### config.mk
export PLATFORM = sky130hd
export DESIGN_NAME = bcd_sub16_serial
export DESIGN_NICKNAME = d
export VERILOG_FILES = /design/src/rtl/bcd_pkg.sv /design/src/rtl/bcd_digit_sub.sv /design/src/rtl/bcd_sub16_serial.sv
export SDC_FILE = /design/constraint.sdc
export NUM_CORES = 1
export LEC_CHECK = 0
export BUFFER_PORTS_ARGS = -buffer_cell sky130_fd_sc_hd__buf_2
export CELL_PAD_IN_SITES_DETAIL_PLACEMENT = 1
export CELL_PAD_IN_SITES_GLOBAL_PLACEMENT = 2
export CORE_ASPECT_RATIO = 0.6
export CORE_MARGIN = 10
export CORE_UTILIZATION = 35
export DETAILED_ROUTE_END_ITERATION = 6
export PLACE_DENSITY = 0.74
export SETUP_SLACK_MARGIN = 0.15
export SYNTH_ARGS = -nofsm -noshare
export SYNTH_HDL_FRONTEND = slang
export SYNTH_SLANG_ARGS = --single-unit
### constraint.sdc
create_clock -name clk -period 3.7 [get_ports clk]
set_input_delay 0.37 -clock clk [delete_from_list [all_inputs] [get_ports clk]]
set_output_delay 0.37 -clock clk [all_outputs]
set_load 0.1 [all_outputs]
### src/rtl/bcd_pkg.sv
// Shared definitions for the packed-BCD arithmetic datapath:
// digit width, radix, digit type, FSM state encoding and a digit validity helper.
package bcd_pkg;

    localparam int BCD_DIGIT_W = 4;
    localparam int BCD_RADIX   = 10;

    typedef logic [BCD_DIGIT_W-1:0] bcd_digit_t;

    typedef enum logic [1:0] {
        IDLE,
        CALC,
        DONE
    } state_t;

    function automatic logic bcd_digit_is_valid(input bcd_digit_t d);
        return d < bcd_digit_t'(BCD_RADIX);
    endfunction

endpackage

### src/rtl/bcd_digit_sub.sv
// Single-digit radix-10 subtractor: d = x - y - borrow_in, wrapped into 0..9
// by adding the radix back whenever the raw difference goes negative.
module bcd_digit_sub
    import bcd_pkg::*;
(
    input  bcd_digit_t x,
    input  bcd_digit_t y,
    input  logic       borrow_in,
    output bcd_digit_t d,
    output logic       borrow_out
);

    logic [5:0] t;

    // Raw values are used even for non-BCD digits, so 0xA - 0 stays 0xA.
    assign t          = {2'b00, x} - {2'b00, y} - {5'b00000, borrow_in};
    assign borrow_out = |t[5:4];
    assign d          = borrow_out ? (t[3:0] + bcd_digit_t'(BCD_RADIX)) : t[3:0];

endmodule

### src/rtl/bcd_sub16_serial.sv
// Digit-serial packed-BCD subtractor: diff = a - b - bin, one digit per clock,
// least-significant digit first, with valid/ready handshakes on both sides.
module bcd_sub16_serial
    import bcd_pkg::*;
#(
    parameter int DIGITS = 4
) (
    input  logic                      clk,
    input  logic                      rst,
    input  logic                      in_valid,
    output logic                      in_ready,
    input  logic [BCD_DIGIT_W*DIGITS-1:0] a,
    input  logic [BCD_DIGIT_W*DIGITS-1:0] b,
    input  logic                      bin,
    output logic                      out_valid,
    input  logic                      out_ready,
    output logic [BCD_DIGIT_W*DIGITS-1:0] diff,
    output logic                      bout,
    output logic                      invalid
);

    localparam int W     = BCD_DIGIT_W * DIGITS;
    localparam int IDX_W = (DIGITS > 1) ? $clog2(DIGITS) : 1;
    localparam logic [IDX_W-1:0] LAST_IDX = IDX_W'(DIGITS - 1);

    state_t           state;
    state_t           next_state;
    logic [W-1:0]     a_q;
    logic [W-1:0]     b_q;
    logic [IDX_W-1:0] idx;
    logic             borrow;
    logic             accept;
    logic             operands_bad;
    bcd_digit_t       x_cur;
    bcd_digit_t       y_cur;
    bcd_digit_t       d_cur;
    logic             borrow_nxt;

    assign accept = in_valid & in_ready;
    assign x_cur  = a_q[idx*BCD_DIGIT_W +: BCD_DIGIT_W];
    assign y_cur  = b_q[idx*BCD_DIGIT_W +: BCD_DIGIT_W];

    bcd_digit_sub u_digit (
        .x          (x_cur),
        .y          (y_cur),
        .borrow_in  (borrow),
        .d          (d_cur),
        .borrow_out (borrow_nxt)
    );

    always_comb begin
        operands_bad = 1'b0;
        for (int i = 0; i < DIGITS; i++) begin
            if (!bcd_digit_is_valid(a[i*BCD_DIGIT_W +: BCD_DIGIT_W]) ||
                !bcd_digit_is_valid(b[i*BCD_DIGIT_W +: BCD_DIGIT_W])) begin
                operands_bad = 1'b1;
            end
        end
    end

    always_ff @(posedge clk or posedge rst) begin
        if (rst) begin
            state <= IDLE;
        end else begin
            state <= next_state;
        end
    end

    always_comb begin
        next_state = state;
        case (state)
            IDLE:    if (accept) next_state = CALC;
            CALC:    if (idx == LAST_IDX) next_state = DONE;
            DONE:    if (out_ready) next_state = IDLE;
            default: next_state = IDLE;
        endcase
    end

    always_comb begin
        in_ready  = (state == IDLE);
        out_valid = (state == DONE);
    end

    // Results are only touched on accept and during CALC, so they stay put
    // through DONE and the following IDLE until the next operation starts.
    always_ff @(posedge clk or posedge rst) begin
        if (rst) begin
            a_q     <= '0;
            b_q     <= '0;
            idx     <= '0;
            borrow  <= 1'b0;
            diff    <= '0;
            bout    <= 1'b0;
            invalid <= 1'b0;
        end else begin
            case (state)
                IDLE: begin
                    if (accept) begin
                        a_q     <= a;
                        b_q     <= b;
                        borrow  <= bin;
                        idx     <= '0;
                        diff    <= '0;
                        bout    <= 1'b0;
                        invalid <= operands_bad;
                    end
                end
                CALC: begin
                    diff[idx*BCD_DIGIT_W +: BCD_DIGIT_W] <= d_cur;
                    borrow <= borrow_nxt;
                    if (idx == LAST_IDX) begin
                        bout <= borrow_nxt;
                        idx  <= '0;
                    end else begin
                        idx <= idx + 1'b1;
                    end
                end
                default: ;
            endcase
        end
    end

endmodule
======== Yosys cells after proc, flatten, opt, wreduce, memory -nomap -nowiden ========
Cells that the tools add are included.
word-level totals
  register bits after elaboration ......... 55
  input bits .............................. 37
  output and inout bits ................... 20
  logic and storage cells ................. 71
operators by class
  $add $sub $neg .......................... 5
  magnitude comparators ................... 8
  eq/ne operators ......................... 6
  shift operators ......................... 4
  muxes and demuxes ....................... 20
  bitwise operators ....................... 1
  reduce and logical (&&, ||, !) cells .... 19
operator list
  cell                       number
  $neg A4 Y34                1
  $shift A4 B34 Y16 const A  1
  $shiftx A4 B34 Y16         1
  $lt A4 B4 Y1 const B       8
  $pmux W16 S2               1
  $shiftx A16 B5 Y4          2
  $bwmux W16                 1
  $mux W16                   1
  $mux W2                    5
  $logic_not A1 Y1           8
  $mux W1                    7
  $pmux W2 S3                1
  $reduce_and A3 Y1          2
  $sub A6 B1 Y6              1
  $sub A4 B4 Y5              1
  $add A4 B4 Y4 const B      1
  $eq A2 B2 Y1 const B       2
  $logic_or A1 B1 Y1         4
  $mux W4                    1
  $ne A2 B1 Y1 const B       2
  $pmux W1 S2                2
  $pmux W2 S2                1
  $reduce_and A2 Y1          2
  $add A2 B1 Y2 const B      1
  other kinds (6)            6

======== Depth between registers and ports, before layout ========
Gate-level depths: netlist of run 1.
  depth after elaboration ................. 8
  mapped depth ............................ 11
  depth with buffers taken out ............ 10

======== Modules after synthesis ========
A second synthesis of run 1 with hierarchy kept.
unflattened totals
  cells, all modules ...................... 211
  area, all modules ....................... 2793.9 um^2
by module, submodules not included
  module            times used  cells an instance  area each (um^2)  seq. area each (um^2)
  bcd_sub16_serial  1           175                2499.9            1376.3
  bcd_digit_sub     1           36                 294.0             0.0

======== Worst setup path after synthesis of run 1 ========
OpenSTA, ideal clock, no wires.
  kind .................................... register to register
  start point ............................. reg idx[0]
  end point ............................... reg diff[6]
  library setup time ...................... 0.137 ns
  data arrival time ....................... 2.830 ns
  data required time ...................... 3.563 ns
  slack ................................... 0.733 ns
  stages on the path, launching flop included .. 10
  path buffers ............................ 1
  clock period less this slack ............ 2.967 ns
  path through ............................ dfrtp_1 buf_4 mux4_2 ha_1 fa_1 ha_1 xnor2_1 ha_1 mux2i_1 o22ai_1
between the ends
  longest elaborated chain between the ends .. 8
  elaborated cells between the ends (all ways) .. 12
  those cells by class .................... add/sub: 4; shift: 4; mux: 3; reduce/logical: 1
ends and longest elaborated chain
  what                                               line                                            RTL
  start, declared                                    bcd_sub16_serial.sv:30                          logic [IDX_W-1:0] idx;
  start signal, assigned                             bcd_sub16_serial.sv:115                         idx <= idx + 1'b1;
  $shiftx A16 B5 Y4 (on tied branches)               bcd_sub16_serial.sv:40, bcd_sub16_serial.sv:41
  $sub A4 B4 Y5                                      bcd_digit_sub.sv:16                             assign t = {2'b00, x} - {2'b00, y} - {5'b00000, borrow_in};
  $sub A6 B1 Y6                                      bcd_digit_sub.sv:16
  $add A4 B4 Y4 or $reduce_or A2 Y1 (tied branches)  bcd_digit_sub.sv:18, bcd_digit_sub.sv:17
  $mux W4                                            bcd_digit_sub.sv:18                             assign d = borrow_out ? (t[3:0] + bcd_digit_t'(BCD_RADIX)) : t[3:0];
  $shiftx A4 B34 Y16                                 bcd_sub16_serial.sv:109                         diff[idx*BCD_DIGIT_W +: BCD_DIGIT_W] <= d_cur;
  $bwmux W16 (*)                                     bcd_sub16_serial.sv:109
  $pmux W16 S2 (*)                                   bcd_sub16_serial.sv:96                          case (state)
  end signal, assigned by index                      bcd_sub16_serial.sv:109
  end, declared                                      bcd_sub16_serial.sv:17                          output logic [BCD_DIGIT_W*DIGITS-1:0] diff,
Every way passes the cells marked *; elsewhere a longest branch is shown, timed or not.
A chain may end at the register's enable or synchronous reset.

======== Worst setup path in the final report of run 1 ========
Same ends and word-level chain as after synthesis.

==> impl_summary.txt, run 1 <==
----------------------------------------------------
[CTS]
  Number of H-tree levels ... 2
  Clock Path Buffers ... 2
  Number of buffers added by the clock tree synthesis step ... 5
  Register clock-pin slew on the reported worst setup and hold paths ... 0.07 ns
  Clock latency reported for the late side of the worst-skew pair ... 0.30 ns
  Number of sinks handled by clock tree synthesis ... 55
  Post-cts gate resize count ... 0
  Total of hold buffers inserted after clock tree synthesis ... 0
  Clock tree from TritonCTS ... yes
  Clock tree root driver cell ... clkbuf_16
  Postcts setup bufs ... 0

[GRT]
  Met2 global-route usage ... 0.175
  Vias in the first global route ... 2151
  Met3 Resource Use GR ... 0.0443
  Grt total ovfl ... 0
  Peak-usage layer in the global routing report ... met1
  Maximum number of pins on one net before global-route repair ... 37
  Initial antenna violation count ... 0
  Global Route met1 Usage ... 0.184
  First-pass GRT wire length ... 11.9 mm
  Global-route usage over all layers ... 0.128

[Place]
  Routability congestion estimate ... 0.749
  HPWL reported at the end of detailed placement ... 5.69 mm
  Pre-CTS setup slack ... 0.422 ns
  IO buf count ... 56

[STA]
  Pin slew with the least headroom to its limit ... 0.488 ns
  Final clock skew ... 0.00683 ns
  Clock period minus worst slack ... 3.23 ns
  Total count of max-transition violations in the final report ... 0
  Count of endpoints failing setup in the final report ... 0
  Total negative setup slack ... 0 ns
  Setup repair after global routing missed its margin ... false
  Final worst path period share ... 0.872
  Count of endpoints failing hold in the final timing report ... 0
  Worst slew margin relative to its limit ... 0.674
  Setup slack after layout ... 0.473 ns
  FMAX ... 310 MHz

[Synth]
  Number of enable-type register cells in the synthesized netlist ... 0
  Post-Synthesis Cells ... 226
  Synthesized area ... 0.00278 mm²
  Synth warn ... 0
  Unique cell type count in the Yosys netlist ... 44
  Net Count, Synth ... 275
  Share of the yosys chip area belonging to registers ... 0.495
  Synth Flop Type ... dfrtp_1
  Asr flop ratio synth ... 1.00
  Post-synthesis register bit count ... 55
  Mean area per synthesized cell ... 12.3 µm²

[Setup path]
  Crit Path Max Fanout ... 10
  Worst path max stage delay ... 0.64 ns
  Worst reg2reg path startpoint ... idx[0]
  Stages on the worst setup path ... 8
  Cell-by-cell listing of the critical path ... buf_4 > mux4_2 > fa_1 > ha_1 > xnor2_1 > ha_1 > mux2i_1 > o22ai_1
  End point of the critical path ... diff[6]
  Worst endpoint required time ... 3.86 ns
  Number of buffers and inverters on the critical path ... 1
  Most common cell type on the critical path ... ha_1
  Slowest stage cell on the critical path ... dfrtp_1
  Worst-case reg-to-reg path depth ... 8
  Type of element launching the critical path ... flop
  Cell family contributing the most delay on the critical path ... adder cells
  Type of the worst setup path ... flop to flop
  Worst setup startpoint ... idx[0]
  Endpoint of the worst register-to-register path ... diff[6]
  Critical Path AT ... 3.39 ns
  Endpoint kind of the worst setup timing path ... flop
  Reg2Reg Setup Slack ... 0.47 ns

[Floorplan]
  Die H ... 89.1 µm
  Starting density of the core ... 0.357
  Num ports ... 57
  Die width ... 135 µm
  Site Rows ... 25
  Core area ... 0.00779 mm²
  Die Footprint ... 0.0120 mm²

[Finish]
  Area occupied by registers ... 0.00138 mm²
  Multi-input gate area in the final layout ... 0.00129 mm²
  Nets@finish ... 334
  Layout filler cell count ... 840
  Count of antenna diodes in the layout ... 0
  Commonest cells after routing, fill and taps aside ... 56 x buf_2, 55 x dfrtp_1, 28 x mux2_2
  Leading cell type in the layout, fill and taps excluded ... buf_2
  Fraction of layout instances using a drive strength above 1 ... 0.399
  Area growth, synth to finish ... 20.1%

[Routing]
  Average routed wire per standard cell ... 18.2 µm
  Vias per cell ... 4.94
  Initial drt markers ... 87
  Via count ... 1947
  Residual DRC ... 0
  Drt total wl ... 7.16 mm
  Count of TritonRoute iterations in the first routing pass ... 4
  Detail Route Antenna Nets ... 0

[Run]
  Number of max-cap violations ... 0

[Hold path]
  Worst hold path type ... input pin to async pin

[Status]
  Outcome ... complete, no violations

----------------------------------------------------
==> metrics by stage <==
stage	hold WS (ns)	utilization	cells	cell area [µm²]
2_1_floorplan	0.453	-	226	2780
3_3_place_gp	0.423	0.409	386	3180
3_5_place_dp	0.429	0.409	386	3180
4_1_cts	0.107	0.429	394	3340
5_1_grt	0.117	0.429	394	3340
6_report	0.0872	0.429	394	3340
==> cell usage after synthesis (2+ instances only) <==
cell type / n / share of area
nor2b_1: 3 / 0.0067
clkbuf_1: 2 / 0.0027
o21ai_0: 12 / 0.022
mux2_1: 4 / 0.016
nand4_1: 2 / 0.0045
a21o_1: 2 / 0.0054
inv_1: 20 / 0.027
nand2_1: 14 / 0.019
o21ai_1: 4 / 0.0072
ha_1: 11 / 0.049
mux2_2: 28 / 0.11
xnor2_1: 3 / 0.0094
mux4_2: 8 / 0.065
a21oi_1: 6 / 0.011
dfrtp_1: 55 / 0.49
nor2_1: 6 / 0.0081
buf_2: 4 / 0.0072
nand3_1: 2 / 0.0036
nand2b_1: 5 / 0.011
o31ai_1: 3 / 0.0081
o22ai_1: 9 / 0.020
==> final cells by class <==
type                    instances  share of cell area
repair buffers                 59              0.0906
flip-flops and latches         55               0.412
well taps                     108              0.0404
inverters                      20              0.0225
multi-input cells             144               0.388
clock buffers                   8              0.0468
==> registers in the layout, summed over array words and instances, names as in the netlist <==
name / count
idx: 2
invalid: 1
diff: 16
bout: 1
state: 2
b_q: 16
borrow: 1
a_q: 16
==> how the worst min path moves through the flow <==
| stage | end | depth (start not counted) | startpoint | slack, ns |
|---|---|---|---|---|
| after detailed placement | a_q[3] | 2 | rst | 0.43 |
| after floorplan | b_q[0] | 1 | b_q[0] | 0.45 |
| after global placement | a_q[3] | 2 | rst | 0.42 |
| after CTS | a_q[2] | 2 | rst | 0.11 |
| final | diff[11] | 2 | rst | 0.09 |
| after global routing | a_q[2] | 2 | rst | 0.12 |
==> per-layer routing <==
| layer | part of all wire | wire [µm] |
|---|---|---|
| met1 | 0.51 | 3670 |
| met2 | 0.41 | 2940 |
| met3 | 0.067 | 477 |
| met4 | 0.0095 | 68 |
| met5 | 0 | 0 |
==> kinds of logic (layout without fill, tap and decap cells) <==
logic type	after synthesis	count (layout)	share of synthesized area
flip-flops	55	55	0.495
AND/OR/NAND/NOR	43	43	0.0855
AO/OA/AOI/OAI	42	42	0.101
multiplexers	41	41	0.198
buffers and inverters	27	87	0.0396
adder cells (fa/ha/maj)	12	12	0.0567
XOR/XNOR	6	6	0.0243
Power of run 1 is left out: the tool's default activity adds up to more than one toggle a clock period on the data nets, which glitch-free logic cannot reach.
==> run 2, diff against run 1 <==
--- a/config.mk
+++ b/config.mk
@@ -12,8 +12,9 @@
 export CORE_MARGIN = 10
 export CORE_UTILIZATION = 35
 export DETAILED_ROUTE_END_ITERATION = 6
-export PLACE_DENSITY = 0.74
+export PLACE_DENSITY = 0.73
 export SETUP_SLACK_MARGIN = 0.15
 export SYNTH_ARGS = -nofsm -noshare
 export SYNTH_HDL_FRONTEND = slang
+export SYNTH_HIERARCHICAL = 1
 export SYNTH_SLANG_ARGS = --single-unit
==> impl_summary.txt, run 2 <==
----------------------------------------------------
[Status]
  Outcome ... complete, no violations (unchanged)

[Synth]
  Asr flop ratio synth ... 1.00 (unchanged)
  Area share of the largest cell type after synthesis ... 0.493 (was 0.495)
  Net Count, Synth ... 261 (was 275)
  Cell taking the most area after synthesis ... dfrtp_1 (unchanged)
  Share of the yosys chip area belonging to registers ... 0.493 (was 0.495)
  Leading cell type by number of instances after synthesis ... dfrtp_1 (unchanged)
  Unique cell type count in the Yosys netlist ... 36 (was 44)
  Post-synthesis register bit count ... 55 (unchanged)
  Most frequent cells after synthesis ... 55 x dfrtp_1, 30 x mux2_2, 17 x a22o_1, 13 x inv_1, 12 x ha_1 (was 55 x dfrtp_1, 28 x mux2_2, 20 x inv_1, 14 x nand2_1, 12 x o21ai_0)
  Number of enable-type register cells in the synthesized netlist ... 0 (unchanged)
  Synth warn ... 6 (was 0)
  Post-Synthesis Cells ... 211 (was 226)
  Synth Flop Type ... dfrtp_1 (unchanged)
  Mean area per synthesized cell ... 13.2 µm² (was 12.3 µm²)
  Synthesized area ... 0.00279 mm² (was 0.00278 mm²)
  Main area contributors after synthesis ... dfrtp_1 49%, mux2_2 12%, mux4_2 6.4% (was dfrtp_1 49%, mux2_2 11%, mux4_2 6.5%)

[STA]
  Pin slew with the least headroom to its limit ... 0.763 ns (was 0.488 ns)
  Count of endpoints failing hold in the final timing report ... 0 (unchanged)
  Final worst path period share ... 0.889 (was 0.872)
  Total negative setup slack ... 0 ns (unchanged)
  Setup repair after global routing missed its margin ... false (unchanged)
  Worst slew margin relative to its limit ... 0.490 (was 0.674)
  Final clock skew ... 0.00823 ns (was 0.00683 ns)
  FMAX ... 304 MHz (was 310 MHz)
  Total count of max-transition violations in the final report ... 0 (unchanged)
  Count of endpoints failing setup in the final report ... 0 (unchanged)
  Clock period minus worst slack ... 3.29 ns (was 3.23 ns)

[Finish]
  Leading cell type in the layout, fill and taps excluded ... buf_2 (unchanged)
  Area growth, synth to finish ... 20.6% (was 20.1%)
  Area occupied by registers ... 0.00138 mm² (about the same)
  Largest registers ... a_q: 16 flops, b_q: 16 flops, diff: 16 flops (unchanged)
  Multi-input gate area in the final layout ... 0.00132 mm² (was 0.00129 mm²)
  Fraction of layout instances using a drive strength above 1 ... 0.430 (was 0.399)
  Count of antenna diodes in the layout ... 0 (unchanged)
  Nets@finish ... 321 (was 334)
  End-of-flow core utilization ... 0.431 (was 0.429)
  Layout filler cell count ... 860 (was 840)
  Commonest cells after routing, fill and taps aside ... 56 x buf_2, 54 x dfrtp_1, 30 x mux2_2 (was 56 x buf_2, 55 x dfrtp_1, 28 x mux2_2)

[Routing]
  Via count ... 1882 (was 1947)
  Average routed wire per standard cell ... 18.6 µm (was 18.2 µm)
  Initial drt markers ... 63 (was 87)
  Detail Route Antenna Nets ... 0 (unchanged)
  Vias per cell ... 4.95 (was 4.94)
  Drt total wl ... 7.06 mm (was 7.16 mm)
  Count of TritonRoute iterations in the first routing pass ... 4 (unchanged)
  Residual DRC ... 0 (unchanged)

[GRT]
  First-pass GRT wire length ... 11.4 mm (was 11.9 mm)
  Global-route usage over all layers ... 0.124 (was 0.128)
  Grt total ovfl ... 0 (unchanged)
  Vias in the first global route ... 2056 (was 2151)
  Initial antenna violation count ... 0 (unchanged)
  Maximum number of pins on one net before global-route repair ... 37 (unchanged)

[Setup path]
  Worst endpoint required time ... 3.94 ns (was 3.86 ns)
  Endpoint kind of the worst setup timing path ... flop (unchanged)
  Crit Path Max Fanout ... 11 (was 10)
  Cell-by-cell listing of the critical path ... buf_4 > mux4_2 > fa_1 > inv_1 > ha_1 > xnor2_1 > ha_1 > a21o_1 > mux2i_1 > xnor2_1 > nor2b_2 > a22o_1 (was buf_4 > mux4_2 > fa_1 > ha_1 > xnor2_1 > ha_1 > mux2i_1 > o22ai_1)
  Type of element launching the critical path ... flop (unchanged)
  Slowest stage cell on the critical path ... mux4_2 (was dfrtp_1)
  Worst path max stage delay ... 0.55 ns (was 0.64 ns)
  Type of the worst setup path ... flop to flop (unchanged)
  Critical Path AT ... 3.53 ns (was 3.39 ns)

[Hold path]
  Worst hold path type ... input pin to async pin (unchanged)

[CTS]
  Number of H-tree levels ... 2 (unchanged)
  Register clock-pin slew on the reported worst setup and hold paths ... 0.07 ns (about the same)
  Postcts setup bufs ... 0 (unchanged)
  Clock tree from TritonCTS ... yes (unchanged)
  Number of sinks handled by clock tree synthesis ... 55 (unchanged)
  Clock Path Buffers ... 2 (unchanged)
  Number of buffers added by the clock tree synthesis step ... 5 (unchanged)
  Clock tree root driver cell ... clkbuf_16 (unchanged)
  Clock latency reported for the late side of the worst-skew pair ... 0.30 ns (about the same)

[Floorplan]
  Die H ... 89.2 µm (was 89.1 µm)
  Die Footprint ... 0.0121 mm² (was 0.0120 mm²)
  Die width ... 135 µm (about the same)
  Starting density of the core ... 0.357 (about the same)
  Core area ... 0.00782 mm² (was 0.00779 mm²)
  Num ports ... 57 (unchanged)
  Site Rows ... 25 (unchanged)

[Place]
  HPWL reported at the end of detailed placement ... 5.64 mm (was 5.69 mm)
  Routability congestion estimate ... 0.718 (was 0.749)
  IO buf count ... 56 (unchanged)

[Run]
  Number of max-cap violations ... 0 (unchanged)

----------------------------------------------------
-- run 2: cell type report --
cell class	instances	area share
Sequential cell	55	0.409
Multi-Input combinational cell	136	0.393
Timing Repair Buffer	60	0.0921
Clock buffer	6	0.0412
Tap cell	108	0.0401
Inverter	13	0.0145
Clock inverter	2	0.0104
-- run 2: cells by family after synthesis --
group | Yosys count | synth area share
flops | 55 | 0.493
mux | 43 | 0.206
compound gates | 42 | 0.110
simple gates | 33 | 0.0743
buf+inv | 20 | 0.0376
fa+ha+maj | 13 | 0.0609
xor+xnor | 5 | 0.0184
-- run 2: routing by layer --
| metal | GRT usage | share of wire |
|---|---|---|
| met4 | 0.0467 | 0.015 |
| met5 | 0 | 0 |
| met2 | 0.170 | 0.40 |
| met1 | 0.178 | 0.54 |
| met3 | 0.0365 | 0.045 |
-- run 2: repair_timing --
item	in CTS	in global routing
hold buffers	0	0
resized for setup	0	3
setup endpoints to repair	0	4
-- run 2: metrics by stage --
stage	instances	cell area (µm²)	setup slack, ns	hold slack [ns]
detailed placement	372	3180	0.241	0.481
floorplan	211	2790	0.405	0.452
CTS	380	3360	0.236	0.235
global placement	372	3180	0.395	0.473
finish	380	3370	0.412	0.209
global route	380	3370	0.206	0.259
-- run 2: critical path: cells and delay by family (launching register included) --
| family | cells | cell delay, ns |
|---|---|---|
| XOR/XNOR | 2 | 0.31 |
| AND/OR/NAND/NOR | 1 | 0.26 |
| adder cells (fa/ha/maj) | 3 | 0.98 |
| AO/OA/AOI/OAI | 2 | 0.33 |
| flip-flops | 1 | 0.37 |
| buffers and inverters | 2 | 0.27 |
| multiplexers | 2 | 0.70 |
-- run 2: path summary, 6_finish.rpt --
| kind | start | end | slack (ns) | cells after the start |
|---|---|---|---|---|
| hold / removal | rst | b_q[4] | 0.21 | 2 |
| setup reg to reg | idx[1] | diff[7] | 0.41 | 12 |
| hold reg to reg | diff[4] | diff[4] | 0.50 | 1 |
| min in group clk | a[7] | a_q[7] | 0.30 | 2 |
| setup / recovery | idx[1] | diff[7] | 0.41 | 12 |
| max in group asynchronous | rst | diff[15] | 2.74 | 3 |
Power of run 2 is left out for the same reason.
==> run 3, diff against run 2 <==
--- a/config.mk
+++ b/config.mk
@@ -6,13 +6,14 @@
 export NUM_CORES = 1
 export LEC_CHECK = 0
 export BUFFER_PORTS_ARGS = -buffer_cell sky130_fd_sc_hd__buf_2
+export CAP_MARGIN = 20
 export CELL_PAD_IN_SITES_DETAIL_PLACEMENT = 1
 export CELL_PAD_IN_SITES_GLOBAL_PLACEMENT = 2
 export CORE_ASPECT_RATIO = 0.6
 export CORE_MARGIN = 10
 export CORE_UTILIZATION = 35
 export DETAILED_ROUTE_END_ITERATION = 6
-export PLACE_DENSITY = 0.73
+export PLACE_DENSITY = 0.88
 export SETUP_SLACK_MARGIN = 0.15
 export SYNTH_ARGS = -nofsm -noshare
 export SYNTH_HDL_FRONTEND = slang
==> impl_summary.txt, run 3 (synthesis gave the netlist of run 2 again) <==
----------------------------------------------------
[GRT]
  First-pass GRT wire length ... 11.9 mm (was 11.4 mm)
  Initial antenna violation count ... 0 (unchanged)
  Maximum number of pins on one net before global-route repair ... 35 (was 37)
  Vias in the first global route ... 2115 (was 2056)
  Grt total ovfl ... 0 (unchanged)
  Global-route usage over all layers ... 0.127 (was 0.124)

[Setup path]
  Type of the worst setup path ... flop to flop (unchanged)
  Worst endpoint required time ... 3.93 ns (was 3.94 ns)
  Crit Path Max Fanout ... 11 (unchanged)
  Type of element launching the critical path ... flop (unchanged)
  Endpoint kind of the worst setup timing path ... flop (unchanged)
  Critical Path AT ... 3.59 ns (was 3.53 ns)
  Reg2Reg Setup Slack ... 0.34 ns (was 0.41 ns)

[Floorplan]
  Site Rows ... 25 (unchanged)
  Die H ... 89.2 µm (unchanged)
  Die Footprint ... 0.0121 mm² (unchanged)
  Starting density of the core ... 0.357 (unchanged)
  Core area ... 0.00782 mm² (unchanged)
  Num ports ... 57 (unchanged)
  Die width ... 135 µm (unchanged)

[Place]
  HPWL reported at the end of detailed placement ... 5.75 mm (was 5.64 mm)
  Routability congestion estimate ... 0.750 (was 0.718)
  IO buf count ... 56 (unchanged)

[CTS]
  Number of buffers added by the clock tree synthesis step ... 5 (unchanged)
  Clock tree root driver cell ... clkbuf_16 (unchanged)
  Total of hold buffers inserted after clock tree synthesis ... 0 (unchanged)
  Postcts setup bufs ... 0 (unchanged)
  Number of H-tree levels ... 2 (unchanged)
  Clock Path Buffers ... 2 (unchanged)
  Clock latency reported for the late side of the worst-skew pair ... 0.29 ns (was 0.30 ns)
  Register clock-pin slew on the reported worst setup and hold paths ... 0.07 ns (about the same)
  Clock tree from TritonCTS ... yes (unchanged)
  Number of sinks handled by clock tree synthesis ... 55 (unchanged)

[STA]
  Count of endpoints failing hold in the final timing report ... 0 (unchanged)
  Total negative setup slack ... 0 ns (unchanged)
  Worst slew margin relative to its limit ... 0.672 (was 0.490)
  Count of endpoints failing setup in the final report ... 0 (unchanged)
  Pin slew with the least headroom to its limit ... 0.495 ns (was 0.763 ns)
  Final clock skew ... 0.00690 ns (was 0.00823 ns)
  Final worst path period share ... 0.908 (was 0.889)
  FMAX ... 298 MHz (was 304 MHz)
  Clock period minus worst slack ... 3.36 ns (was 3.29 ns)
  Setup repair after global routing missed its margin ... false (unchanged)
  Total count of max-transition violations in the final report ... 0 (unchanged)

[Routing]
  Average routed wire per standard cell ... 19.2 µm (was 18.6 µm)
  Initial drt markers ... 96 (was 63)
  Residual DRC ... 0 (unchanged)
  Count of TritonRoute iterations in the first routing pass ... 4 (unchanged)
  Vias per cell ... 5.05 (was 4.95)
  Detail Route Antenna Nets ... 0 (unchanged)
  Drt total wl ... 7.31 mm (was 7.06 mm)
  Via count ... 1918 (was 1882)

[Finish]
  Count of antenna diodes in the layout ... 0 (unchanged)
  Leading cell type in the layout, fill and taps excluded ... buf_2 (unchanged)
  Largest registers ... a_q: 16 flops, b_q: 16 flops, diff: 16 flops (unchanged)
  Layout filler cell count ... 848 (was 860)
  Area occupied by registers ... 0.00138 mm² (unchanged)
  Fraction of layout instances using a drive strength above 1 ... 0.423 (was 0.430)
  Commonest cells after routing, fill and taps aside ... 56 x buf_2, 54 x dfrtp_1, 30 x mux2_2 (unchanged)
  Area growth, synth to finish ... 19.3% (was 20.6%)
  Multi-input gate area in the final layout ... 0.00132 mm² (unchanged)
  Nets@finish ... 321 (unchanged)

[Run]
  Number of max-cap violations ... 0 (unchanged)

[Hold path]
  Worst hold path type ... input pin to async pin (unchanged)

[Status]
  Outcome ... complete, no violations (unchanged)

----------------------------------------------------
run 3: changes by cell type in the layout (fill, tap and decap cells not counted), sizes merged:
cell,before,now
bufinv,1,0
clkbuf,6,7
run 3: final timing paths:
check / end / cells after the start / start
worst min-delay path: b_q[0] / 2 / rst
worst max-delay path: diff[11] / 12 / idx[1]
min in group clk: a_q[5] / 2 / a[5]
worst min register to register: a_q[5] / 1 / a_q[5]
max in group asynchronous: idx[0] / 3 / rst
worst max register to register: diff[11] / 12 / idx[1]
run 3: cell type report:
class                      count  area share
timing repair buffer          60      0.0931
multi-input combinational    136       0.397
inverter                      13      0.0146
tap                          108      0.0406
sequential                    55       0.413
clock inverter                 1     0.00150
clock buffer                   7      0.0398
run 3: metrics by stage:
step	utilization	cell area, µm²	hold slack [ns]	instances	setup slack (ns)
finish	0.426	3330	0.0846	380	0.341
global route	0.426	3330	0.123	380	0.171
CTS	0.425	3320	0.107	380	0.236
detailed placement	0.407	3180	0.424	372	0.121
global placement	0.407	3180	0.412	372	0.441
floorplan	-	2790	0.452	211	0.405
run 3: timing repair:
action | in CTS | in global routing
hold endpoints to repair | 0 | 0
resized for setup | 1 | 2
setup endpoints to repair | 2 | 3
gates cloned | 0 | 0
run 3: worst max-delay path: stages (launching register included):
cell and delay (ns):
dfrtp_1 0.37, buf_4 0.21, mux4_2 0.56, fa_1 0.55, inv_1 0.05, ha_1 0.21, xnor2_1 0.16, ha_1 0.23
a21o_1 0.16, mux2i_1 0.18, xnor2_1 0.17, nor2b_2 0.28, a22o_1 0.18
run 3: metal layers:
layer  GRT usage  part of all wire  vias to the layer above
met4      0.0350             0.011                        0
li1            -                 -                      883
met1       0.178              0.50                      989
met2       0.189              0.44                       39
met5           0                 0                        -
met3      0.0342             0.048                        7
Power of run 3 is left out for the same reason.
